`config.mk`:
```
export PLATFORM = sky130hd
export DESIGN_NAME = fwd_scoreboard_flat
export DESIGN_NICKNAME = d
export VERILOG_FILES = /design/src/rtl/fwd_scoreboard_if.sv /design/src/rtl/fwd_scoreboard.sv /design/src/flat_wrapper.sv
export SDC_FILE = /design/constraint.sdc
export NUM_CORES = 1
export LEC_CHECK = 0
export BUFFER_PORTS_ARGS = -buffer_cell sky130_fd_sc_hd__buf_2
export CORE_ASPECT_RATIO = 2
export CORE_MARGIN = 2
export CORE_UTILIZATION = 58
export DETAILED_ROUTE_END_ITERATION = 8
export PLACE_DENSITY = 0.82
export SETUP_SLACK_MARGIN = 0.4
export SLEW_MARGIN = 20
export SYNTH_ARGS = -nofsm -noshare
export SYNTH_HDL_FRONTEND = slang
export SYNTH_SLANG_ARGS = --single-unit
```
`constraint.sdc`:
```
create_clock -name clk -period 5.21 [get_ports clk]
set_clock_uncertainty 0.1 [all_clocks]
set_input_delay 0.521 -clock clk [delete_from_list [all_inputs] [get_ports clk]]
set_output_delay 0.521 -clock clk [all_outputs]
set_load 0.05 [all_outputs]
```
`src/rtl/fwd_scoreboard_if.sv`:
```
// Bus bundle between decode/issue, the result buses and the forwarding scoreboard.
// master = issue/result side, slave = scoreboard.
interface fwd_scoreboard_if #(
   parameter int XLEN   = 32,
   parameter int NREG   = 32,
   parameter int NREAD  = 2,
   parameter int MAXLAT = 7
);
   localparam int RW = $clog2(NREG);
   localparam int CW = $clog2(MAXLAT + 1);

   logic                    flush;
   logic                    issue_valid;
   logic                    issue_wr;
   logic [RW-1:0]           issue_rd;
   logic [CW-1:0]           issue_lat;
   logic [NREAD*RW-1:0]     rs_addr;
   logic [NREAD-1:0]        rs_valid;
   logic                    res_valid;
   logic [RW-1:0]           res_rd;
   logic [XLEN-1:0]         res_data;
   logic                    wb_valid;
   logic [RW-1:0]           wb_rd;
   logic [XLEN-1:0]         wb_data;
   logic                    stall;
   logic [NREAD-1:0]        fwd_en;
   logic [NREAD*XLEN-1:0]   fwd_data;
   logic [31:0]             stall_cycles;

   modport master (
      output flush, issue_valid, issue_wr, issue_rd, issue_lat, rs_addr, rs_valid,
             res_valid, res_rd, res_data, wb_valid, wb_rd, wb_data,
      input  stall, fwd_en, fwd_data, stall_cycles
   );

   modport slave (
      input  flush, issue_valid, issue_wr, issue_rd, issue_lat, rs_addr, rs_valid,
             res_valid, res_rd, res_data, wb_valid, wb_rd, wb_data,
      output stall, fwd_en, fwd_data, stall_cycles
   );
endinterface

```
`src/rtl/fwd_scoreboard.sv`:
```
// EX-stage forwarding with a per-register countdown scoreboard for variable-latency producers.
// Forwards from completion/writeback buses and stalls issue on RAW or WAW hazards.
module fwd_scoreboard #(
   parameter int XLEN   = 32,
   parameter int NREG   = 32,
   parameter int NREAD  = 2,
   parameter int MAXLAT = 7
) (
   input  logic             clk,
   input  logic             rst,
   fwd_scoreboard_if.slave  sb
);
   localparam int RW = $clog2(NREG);
   localparam int CW = $clog2(MAXLAT + 1);

   logic [CW-1:0]         cnt [NREG];
   logic [CW-1:0]         lat_eff;
   logic [RW-1:0]         rs;
   logic                  waw;
   logic                  opnd_haz;
   logic                  stall;
   logic                  fire;
   logic [NREAD-1:0]      fwd_en;
   logic [NREAD*XLEN-1:0] fwd_data;
   logic [31:0]           stall_cnt;

   always_comb begin
      lat_eff  = (sb.issue_lat == '0) ? CW'(1) : sb.issue_lat;
      waw      = sb.issue_wr && (sb.issue_rd != '0) && (cnt[sb.issue_rd] > lat_eff);
      opnd_haz = 1'b0;
      fwd_en   = '0;
      fwd_data = '0;
      rs       = '0;
      for (int unsigned i = 0; i < NREAD; i++) begin
         rs = sb.rs_addr[i*RW +: RW];
         if (sb.rs_valid[i] && (rs != '0)) begin
            // A matching completion both forwards and satisfies the pending count.
            if (sb.res_valid && (sb.res_rd == rs)) begin
               fwd_en[i]                 = 1'b1;
               fwd_data[i*XLEN +: XLEN]  = sb.res_data;
            end else begin
               if (sb.wb_valid && (sb.wb_rd == rs)) begin
                  fwd_en[i]                = 1'b1;
                  fwd_data[i*XLEN +: XLEN] = sb.wb_data;
               end
               if (cnt[rs] != '0)
                  opnd_haz = 1'b1;
            end
         end
      end
      stall = sb.issue_valid && !sb.flush && (opnd_haz || waw);
      fire  = sb.issue_valid && !stall && !sb.flush && sb.issue_wr && (sb.issue_rd != '0);
   end

   always_ff @(posedge clk or posedge rst) begin
      if (rst) begin
         for (int unsigned r = 0; r < NREG; r++)
            cnt[r] <= '0;
         stall_cnt <= '0;
      end else begin
         if (stall && (stall_cnt != '1))
            stall_cnt <= stall_cnt + 32'd1;
         // Issue load outranks a same-cycle completion: the new producer is younger.
         for (int unsigned r = 1; r < NREG; r++) begin
            if (sb.flush)
               cnt[r] <= '0;
            else if (fire && (sb.issue_rd == RW'(r)))
               cnt[r] <= lat_eff;
            else if (sb.res_valid && (sb.res_rd == RW'(r)))
               cnt[r] <= '0;
            else if (cnt[r] != '0)
               cnt[r] <= cnt[r] - CW'(1);
         end
      end
   end

   assign sb.stall        = stall;
   assign sb.fwd_en       = fwd_en;
   assign sb.fwd_data     = fwd_data;
   assign sb.stall_cycles = stall_cnt;
endmodule

```
`src/flat_wrapper.sv`:
```
// flat-port wrapper written by rule: the top's interface ports become plain ports
module fwd_scoreboard_flat 
#(
   parameter int XLEN   = 32,
   parameter int NREG   = 32,
   parameter int NREAD  = 2,
   parameter int MAXLAT = 7
)
  (clk, rst, sb_flush, sb_issue_valid, sb_issue_wr, sb_issue_rd, sb_issue_lat, sb_rs_addr, sb_rs_valid, sb_res_valid, sb_res_rd, sb_res_data, sb_wb_valid, sb_wb_rd, sb_wb_data, sb_stall, sb_fwd_en, sb_fwd_data, sb_stall_cycles);
  fwd_scoreboard_if #(.XLEN(XLEN), .NREG(NREG), .NREAD(NREAD), .MAXLAT(MAXLAT)) sb_i ();
  input  logic clk;
  input  logic rst;
  input wire logic [$bits(sb_i.flush)-1:0] sb_flush;
  input wire logic [$bits(sb_i.issue_valid)-1:0] sb_issue_valid;
  input wire logic [$bits(sb_i.issue_wr)-1:0] sb_issue_wr;
  input wire logic [$bits(sb_i.issue_rd)-1:0] sb_issue_rd;
  input wire logic [$bits(sb_i.issue_lat)-1:0] sb_issue_lat;
  input wire logic [$bits(sb_i.rs_addr)-1:0] sb_rs_addr;
  input wire logic [$bits(sb_i.rs_valid)-1:0] sb_rs_valid;
  input wire logic [$bits(sb_i.res_valid)-1:0] sb_res_valid;
  input wire logic [$bits(sb_i.res_rd)-1:0] sb_res_rd;
  input wire logic [$bits(sb_i.res_data)-1:0] sb_res_data;
  input wire logic [$bits(sb_i.wb_valid)-1:0] sb_wb_valid;
  input wire logic [$bits(sb_i.wb_rd)-1:0] sb_wb_rd;
  input wire logic [$bits(sb_i.wb_data)-1:0] sb_wb_data;
  output wire logic [$bits(sb_i.stall)-1:0] sb_stall;
  output wire logic [$bits(sb_i.fwd_en)-1:0] sb_fwd_en;
  output wire logic [$bits(sb_i.fwd_data)-1:0] sb_fwd_data;
  output wire logic [$bits(sb_i.stall_cycles)-1:0] sb_stall_cycles;
  assign sb_i.flush = sb_flush;
  assign sb_i.issue_valid = sb_issue_valid;
  assign sb_i.issue_wr = sb_issue_wr;
  assign sb_i.issue_rd = sb_issue_rd;
  assign sb_i.issue_lat = sb_issue_lat;
  assign sb_i.rs_addr = sb_rs_addr;
  assign sb_i.rs_valid = sb_rs_valid;
  assign sb_i.res_valid = sb_res_valid;
  assign sb_i.res_rd = sb_res_rd;
  assign sb_i.res_data = sb_res_data;
  assign sb_i.wb_valid = sb_wb_valid;
  assign sb_i.wb_rd = sb_wb_rd;
  assign sb_i.wb_data = sb_wb_data;
  assign sb_stall = sb_i.stall;
  assign sb_fwd_en = sb_i.fwd_en;
  assign sb_fwd_data = sb_i.fwd_data;
  assign sb_stall_cycles = sb_i.stall_cycles;
  fwd_scoreboard #(.XLEN(XLEN), .NREG(NREG), .NREAD(NREAD), .MAXLAT(MAXLAT)) u_core (.clk(clk), .rst(rst), .sb(sb_i));
endmodule
```
==> flow_metrics.env <==
export IMPL_cp_cell_sequence="buf_2 -> inv_1 -> nor2_1 -> a22oi_1 -> mux4_2 -> a21oi_1 -> ha_1 -> nor2b_1 -> o21ai_0 -> a221oi_1 -> a311oi_4 -> nand2_1 -> and2_1 -> buf_2"
export IMPL_maxCapViolations=0
export IMPL_antenna_cells=0
export IMPL_final_common_cell="buf_2"
export IMPL_muxShareOfSynthArea=0.1839
export IMPL_die_w_um=103.0
export IMPL_ys_ff_latch=125
export IMPL_drt_pass1_iterations=6
export IMPL_seq_area_frac_synth=0.2751
export IMPL_fp_dieH_um=202.0
export IMPL_fin_cells=1774
export IMPL_io_buffers=199
export IMPL_final_nets=1669
export IMPL_place_congestion=1.013
export IMPL_fillers=1673
export IMPL_cts_root_buf="clkbuf_16"
export IMPL_postRouteAntennaNets=0
export IMPL_setup_viol=0
export IMPL_pin_count=200
export IMPL_cp_required_ns=4.59
export IMPL_antenna_found_initial=1
export IMPL_hold_end="u_core.sb.stall_cycles[14]"
export IMPL_r2r_end="u_core.sb.stall_cycles[23]"
export IMPL_crit_start="sb_issue_rd[1]"
export IMPL_dp_cells=1740
export IMPL_finalMaxSlewViolations=0
export IMPL_cp_slowest_stage_delay_ns=0.52
export IMPL_reg2reg_depth=12
export IMPL_fin_crit_ns=4.668
export IMPL_drive_gt1_frac=0.1993
export IMPL_grt_ovfl_total=0
export IMPL_viasPerCell=6.637
export IMPL_grt_pass1_vias=11780
export IMPL_yosysWarnings=3
export IMPL_peakVddDrop_mv=0.2822
export IMPL_status="complete, no violations"
export IMPL_hold_path_cell_count=1
export IMPL_synth_nets=1513
export IMPL_power_density_nw_per_um2=451.6
export IMPL_path_max_fanout=17
export IMPL_hpwl_um=29600
export IMPL_grt_max_degree=71
export IMPL_tns_ns=0
export IMPL_crit_top_cell="buf_2"
export IMPL_p_total_w=0.005929
export IMPL_synth_fa_ha_area_frac=0.07262
export IMPL_ys_async_sr_fraction=1.000
export IMPL_clkTransAtPathRegs_ns=0.06
export IMPL_hold_start="u_core.sb.stall_cycles[14]"
export IMPL_finalCritPeriodShare=0.8959
export IMPL_ff2ff_setup_slack_ns=1.35
export IMPL_final_cell_mix="buf_2 (198), nand2_1 (153), mux2i_1 (138)"
export IMPL_h_tree_depth=4
export IMPL_synth_compound_area_share=0.1412
export IMPL_synth_edf_count=0
export IMPL_setup_worst_path_class="in -> out"
export IMPL_hold_slack_ns=0.3945
export IMPL_cts_buffer_depth=2
export IMPL_worst_pin_slew_ns=0.9759
export IMPL_seq_area_um2=3128
export IMPL_insertion_delay_ns=0.45
export IMPL_initial_core_util=0.5898
export IMPL_multi_input_area_um2=7438
export IMPL_rsz0062_at_grt="false"
export IMPL_synth_area_per_cell_um2=8.448
export IMPL_hp_class="reg -> reg"
export IMPL_critPathCaptureType="primary output"
export IMPL_setup_ws_ns=0.5422
export IMPL_die_area_um2=20810
export IMPL_pre_cts_ws_ns=0.5087
export IMPL_cts_tree="built"
export IMPL_cts_buffers_inserted=17
export IMPL_synth_xor_area_frac=0.06316
export IMPL_drt_iter0_markers=1039
export IMPL_max_slew_margin=0.3326
export IMPL_syn2layout_area_growth_pct=15.45
export IMPL_clock_sinks=125
export IMPL_grt_usage=0.4011
export IMPL_core_area_um2=19280
export IMPL_cp_arrival_ns=4.05
export IMPL_cp_start_kind="primary input"
export IMPL_grt_first_pass_wirelength_um=62920
export IMPL_r2r_start="u_core.cnt[22]"
export IMPL_synthFlopType="dfrtp_1"
export IMPL_leakagePower_nw=6.419
export IMPL_vias=11774
export IMPL_drcViolationCount=0
export IMPL_finalHoldViolCount=0
export IMPL_synth_cell_types=62
export IMPL_rows=72
export IMPL_synth_simple_area_share=0.1915
export IMPL_max_freq_ghz=0.2142
export IMPL_wire_per_inst_um=23.05
export IMPL_synth_area_um2=11370
export IMPL_worst_path_max_delay_cell="mux4_2"
export IMPL_postSynthCellCount=1346
export IMPL_wl_um=40900
export IMPL_synth_top_family_by_area="simple AND/OR/NAND/NOR gates"
[final cells by class]
class,count,area share
well taps,259,0.02469
inverters,129,0.03708
clock buffers,17,0.03241
flip-flops and latches,125,0.2383
clock inverters,15,0.01344
multi-input cells,1012,0.5666
repair buffers,217,0.08750
[per-layer routing]
layer  vias up  routed length [um]  track usage
met3       287                3495      0.08506
met2       814               20100       0.6463
met5         -                   0            0
met1      5541               13480       0.4406
li1       5132                   -            -
met4         0                3822       0.3242
[kinds of logic after synthesis]
group	count (synthesis)
XOR/XNOR	82
AND/OR/NAND/NOR	447
adder cells (fa/ha/maj)	66
multiplexers	170
buffers and inverters	209
AO/OA/AOI/OAI	247
flip-flops	125
[critical path: cells and delay by family]
family	cells	cell delay [ns]
buffers and inverters	3	0.85
multiplexers	1	0.52
adder cells (fa/ha/maj)	1	0.25
AO/OA/AOI/OAI	5	1.09
AND/OR/NAND/NOR	4	0.82
[how the worst max path moves through the flow]
stage               cells past startpoint                    endpoint  slack [ns]
global placement                       13                    sb_stall        0.63
CTS                                    13                    sb_stall        0.55
global route                           14                    sb_stall        0.45
detailed placement                     13  u_core.sb.stall_cycles[23]        0.51
floorplan                              14                    sb_stall        0.43
finish                                 14                    sb_stall        0.54
[power breakdown]
part | total (W) | internal, W | switching [W]
sequential | 0.00176 | 0.00128 | 0.000478
clock | 0.00124 | 0.000721 | 0.000524
combinational | 0.00292 | 0.00128 | 0.00165
[registers in the layout, summed over array words and instances, names as in the netlist]
| register | flops |
|---|---|
| u_core.cnt | 93 |
| u_core.sb.stall_cycles | 32 |
[synthesized netlist by cell type (all sizes together) (11+ instances only)]
cell type    n  share of area
dfrtp      125           0.28
and4        19          0.015
a2111oi     18          0.015
xor2        47          0.036
nor4        23          0.013
nand3       15         0.0066
mux2i      138           0.12
a21oi       73          0.032
and3        19          0.010
ha          66          0.073
buf         34          0.015
o21ai       79          0.035
nand4       43          0.024
clkbuf      46          0.015
inv        127          0.042
and2        15         0.0083
a211oi      11         0.0088
nor3        27          0.012
nand2      154          0.051
nor2       101          0.033
xnor2       35          0.027
mux4        31          0.061
[metrics by stage]
step,util,cell area (um^2)
finish,0.6809,13130
global route,0.6809,13130
CTS,0.6798,13110
detailed placement,0.6480,12490
global placement,0.6480,12490
floorplan,-,11370
[timing repair]
item | in CTS | in global routing
endpoints found under the setup margin | 0 | 1
setup buffers | 0 | 0
gates resized for setup | 0 | 1
hold buffers | 1 | 0
endpoints found under the hold margin | 26 | 0
No activity file was read; power rests on OpenSTA's default activity.
